<file path="config.mk">
export PLATFORM = sky130hd
export DESIGN_NAME = panel_io_ctrl
export DESIGN_NICKNAME = d
export VERILOG_FILES = /design/src/rtl/panel_io_ctrl.sv
export SDC_FILE = /design/constraint.sdc
export NUM_CORES = 1
export LEC_CHECK = 0
export ABC_AREA = 1
export CORE_ASPECT_RATIO = 0.5
export CORE_MARGIN = 2
export CORE_UTILIZATION = 57
export DETAILED_ROUTE_END_ITERATION = 8
export GPL_ROUTABILITY_DRIVEN = 1
export GPL_TIMING_DRIVEN = 1
export PLACE_DENSITY = 0.81
export REMOVE_ABC_BUFFERS = 1
export SLEW_MARGIN = 0
export SYNTH_ARGS = -nofsm -noshare
export SYNTH_HDL_FRONTEND = slang
export SYNTH_SLANG_ARGS = --single-unit
export TNS_END_PERCENT = 1
</file>
<file path="constraint.sdc">
create_clock -name ti_clk -period 6.3 [get_ports ti_clk]
set_clock_uncertainty 0.15 [all_clocks]
set_input_delay 1.26 -clock ti_clk [delete_from_list [all_inputs] [get_ports ti_clk]]
set_output_delay 1.26 -clock ti_clk [all_outputs]
set_load 0.01 [all_outputs]
</file>
<file path="src/rtl/panel_io_ctrl.sv">
// Board-panel controller: synchronises and debounces active-low buttons into levels and sticky
// press events, and drives active-low LEDs in off/on/blink/PWM-dim modes chosen by the host.
module panel_io_ctrl #(
  parameter int N_BTN             = 4,
  parameter int N_LED             = 8,
  parameter int DEBOUNCE_CYCLES   = 1000,
  parameter int BLINK_HALF_PERIOD = 4800000,
  parameter int PWM_BITS          = 8
) (
  input  logic                 ti_clk,
  input  logic                 reset,
  input  logic [N_BTN-1:0]     button_n,
  output logic [N_LED-1:0]     led_n,
  input  logic [2*N_LED-1:0]   led_mode,
  input  logic [PWM_BITS-1:0]  led_duty,
  output logic [N_BTN-1:0]     btn_level,
  output logic [N_BTN-1:0]     btn_event,
  input  logic [N_BTN-1:0]     event_clr,
  output logic                 event_any
);

  localparam int DB_W = $clog2(DEBOUNCE_CYCLES);
  localparam int BL_W = (BLINK_HALF_PERIOD > 1) ? $clog2(BLINK_HALF_PERIOD) : 1;
  localparam logic [DB_W-1:0] DB_LAST = DB_W'(DEBOUNCE_CYCLES - 1);
  localparam logic [BL_W-1:0] BL_LAST = BL_W'(BLINK_HALF_PERIOD - 1);

  logic [N_BTN-1:0]    sync_meta;
  logic [N_BTN-1:0]    btn_sync;
  logic [N_BTN-1:0]    level_d;
  logic [BL_W-1:0]     blink_cnt;
  logic                blink_phase;
  logic [PWM_BITS-1:0] pwm_cnt;
  logic                pwm_on;
  logic [N_LED-1:0]    led_on;

  // Two-flop synchroniser; inverted so downstream logic sees 1 = pressed.
  always_ff @(posedge ti_clk or posedge reset) begin
    if (reset) begin
      sync_meta <= '0;
      btn_sync  <= '0;
    end else begin
      sync_meta <= ~button_n;
      btn_sync  <= sync_meta;
    end
  end

  genvar gi;
  generate
    for (gi = 0; gi < N_BTN; gi++) begin : g_db
      logic [DB_W-1:0] cnt;
      logic            level;

      // A change is accepted only after DEBOUNCE_CYCLES consecutive differing samples.
      always_ff @(posedge ti_clk or posedge reset) begin
        if (reset) begin
          cnt   <= '0;
          level <= 1'b0;
        end else if (btn_sync[gi] == level) begin
          cnt <= '0;
        end else if (cnt == DB_LAST) begin
          cnt   <= '0;
          level <= btn_sync[gi];
        end else begin
          cnt <= cnt + DB_W'(1);
        end
      end

      assign btn_level[gi] = level;
    end
  endgenerate

  // Set has priority over clear so a press coinciding with a host clear is not lost.
  always_ff @(posedge ti_clk or posedge reset) begin
    if (reset) begin
      level_d   <= '0;
      btn_event <= '0;
      event_any <= 1'b0;
    end else begin
      level_d   <= btn_level;
      btn_event <= (btn_event & ~event_clr) | (btn_level & ~level_d);
      event_any <= |btn_event;
    end
  end

  always_ff @(posedge ti_clk or posedge reset) begin
    if (reset) begin
      blink_cnt   <= '0;
      blink_phase <= 1'b0;
      pwm_cnt     <= '0;
    end else begin
      pwm_cnt <= pwm_cnt + PWM_BITS'(1);
      if (blink_cnt == BL_LAST) begin
        blink_cnt   <= '0;
        blink_phase <= ~blink_phase;
      end else begin
        blink_cnt <= blink_cnt + BL_W'(1);
      end
    end
  end

  assign pwm_on = (pwm_cnt < led_duty);

  generate
    for (gi = 0; gi < N_LED; gi++) begin : g_led
      logic [1:0] mode;
      assign mode       = led_mode[2*gi +: 2];
      assign led_on[gi] = (mode == 2'b01) ||
                          ((mode == 2'b10) && blink_phase) ||
                          ((mode == 2'b11) && pwm_on);
    end
  endgenerate

  always_ff @(posedge ti_clk or posedge reset) begin
    if (reset) begin
      led_n <= '1;
    end else begin
      led_n <= ~led_on;
    end
  end

endmodule

</file>
==> metrics.txt <==
root buffer cell=clkbuf_16; Placed Area=approximately 5500 µm²; P per Cell Area=220 nW/µm²; Avg Inst Size Synth=8.44 µm²; internal power=972 µW; Die X=135 µm; cells after synthesis=580; leakage=2.80 nW; Multi-input gate area=1980 µm²; register share of total power=52.7%; Final nets=a little under 700; DRT Pass-1 Iters=5; Post-CTS Repair Setup Buffers=0; Routed WL=9520 µm; hpwl dp=approximately 6800 µm; wire per inst=12.7 µm; DIE AREA=roughly 9400 µm²; Fillers=a little over 600; setup ws final=3.49 ns; commonest cells after routing, fill and taps aside=123 x nand2_1, 94 x nor2_1, 93 x dfrtp_1, 83 x inv_1, 50 x clkdlybuf4s50_1; Row Count=23; Clk network pwr share=41.6%; CP Depth=1; Cell Chain, Critical Path=clkdlybuf4s50_1; first-pass GRT wire length=16,600 µm; CP max stage delay=0.55 ns; RSZ-0062 raised after global routing=false; Worst Tran Pin Value=roughly 0.84 ns; Die Ht=69.5 µm; Crit path arrival time=1.40 ns; share of cells above drive strength 1=between 6 and 7%; GPL Wtd Cong=0.845; fin crit share=44.7%; CTS buffer count=9; DRC=0; final setup violation count=0; pre-CTS setup slack=3.25 ns; Mapped Area=4890 µm²; Worst VDD drop=0.145 mV; crit path capture type=primary output; CTS tree=yes; post-synth top area share=47.5%; # port buffers=50; Clock transition at path regs=0.07 ns; number of I/O pins=51; routed via count=between 3,000 and 4,000; hold_buf cts=0; Worst Path Max Fanout=1; register area=2540 µm²; worst skew pair latency=between 0.3 and 0.4 ns; post-layout minimum cycle time=2.81 ns; NetSw=297 µW; initial core utilization=59.9%; Synth area leader=dfrtp_1; Fmax achieved=around 360 MHz; status=finished, final reports clean; DRT antenna net count=0; worst endpoint required time=around 4.9 ns; area of the core=8170 µm²; Pins Over Slew Limit=0; CTS H-tree lvls=3; starting DRC count in detailed routing=260; Antenna Cells=0; area grow syn2layout=17.9%; flops & latches, synth=101; WS Path Type=register to primary output; sequential fraction of the synthesis area=51.8%; largest net degree at the start of global routing=between 60 and 70; final hold violations=0; Via-to-Cell Ratio=5.14; WP buf/inv=1; Power Total=1.27 mW; slowest stage cell, crit path=clkdlybuf4s50_1; Max clock buf depth=2; TNS Setup=0 ns; yosys warns=0; hold path cells=0; fin util=70.6%; crit path launch type=register; GRT Overall Usage=22.4%; HP Class=register to register; initial antenna violation count=0; Resized cells post-CTS=0; Synth cell types=32; top cells by area, synth=dfrtp_1 48%, nand2_1 9.4%, nor2_1 7.2%; Net Sw Frac=23.4%; Clock Sinks=101; FF-to-FF path depth=7; total of max-cap violations=0; Comb power frac=5.8%; GR Overflow Total=0; vias in the first global route=approximately 3,800; commonest non-fill, non-tap cell in the layout=nand2_1; Final Cell Area=5770 µm²; Worst slew margin=between 40% and 50%; family with the most delay on the worst path=buffers and inverters
[synthesized netlist by cell type]
library cell	number
xnor2_1	13
o21bai_1	2
nor2_2	4
a31oi_1	3
dfrtp_1	93
xor2_1	19
or2_0	1
inv_1	84
nand3_1	28
nor2_1	94
and2_1	1
nand3_2	1
buf_6	1
nor3b_1	1
buf_2	2
nand2_1	123
nor2_4	3
inv_2	1
a21oi_1	16
dfstp_2	8
nor3_1	22
nand2_4	1
nand2_2	4
and3_1	2
a21o_1	8
nand4_1	15
buf_4	4
o21ai_0	6
buf_1	1
o22ai_1	4
nand3b_1	2
ha_1	13
[metal layers]
layer  GRT usage [%]  up-vias  part of all wire [%]
met3            6.80       13                   4.3
met1            27.0     1844                    44
met4            5.79        0                   1.3
met2            39.4       81                    50
li1                -     1924                     -
met5               0        -                     0
[area by class of cell]
| class | count | area share [%] |
|---|---|---|
| clock buffers | 10 | 3.97 |
| repair buffers | 51 | 8.80 |
| multi-input cells | 386 | 34.4 |
| clock inverters | 6 | 0.932 |
| well taps | 112 | 2.43 |
| flip-flops and latches | 101 | 44.0 |
| inverters | 85 | 5.57 |
[flip-flops by register name (all words and copies together) (netlist names), 4 cells and up]
signal,count
pwm_cnt,8
g_db.level,4
btn_sync,4
sync_meta,4
btn_event,4
g_db.cnt,40
led_n,8
level_d,4
blink_cnt,23
[per-stage QoR]
| stage | hold slack [ns] | cells |
|---|---|---|
| 2_1_floorplan | 0.181 | 572 |
| 4_1_cts | 0.202 | 751 |
| 3_5_place_dp | 0.186 | 735 |
| 3_3_place_gp | 0.182 | 735 |
| 6_report | 0.202 | 751 |
| 5_1_grt | 0.208 | 751 |
[power by group through the flow]
stage | clock, mW | sequential, mW | combinational (mW)
after floorplan | 0 | 0.681 | 0.0342
after global placement | 0 | 0.680 | 0.0716
after detailed placement | 0 | 0.681 | 0.0742
after CTS | 0.541 | 0.668 | 0.0749
after global routing | 0.570 | 0.670 | 0.0832
final | 0.527 | 0.669 | 0.0733
[logic make-up (layout without fill, tap and decap cells)]
logic type,Yosys count,count (layout),share of synthesized area (%)
xor+xnor,32,32,5.73
flops,101,101,51.8
buf+inv,93,152,7.64
compound gates,39,39,4.68
fa+ha+maj,13,13,3.32
simple gates,302,302,26.8
[final timing paths]
kind	slack, ns	start	endpoint
worst min register to register	0.20	sync_meta[1]	btn_sync[1]
max in group asynchronous	3.70	reset	blink_cnt[11]
worst min-delay path	0.20	sync_meta[1]	btn_sync[1]
worst max-delay path	3.49	led_n[0]	led_n[0]
worst max register to register	4.59	pwm_cnt[5]	led_n[5]
min in group asynchronous	1.11	reset	sync_meta[0]
(Power assumes the default switching activity.)
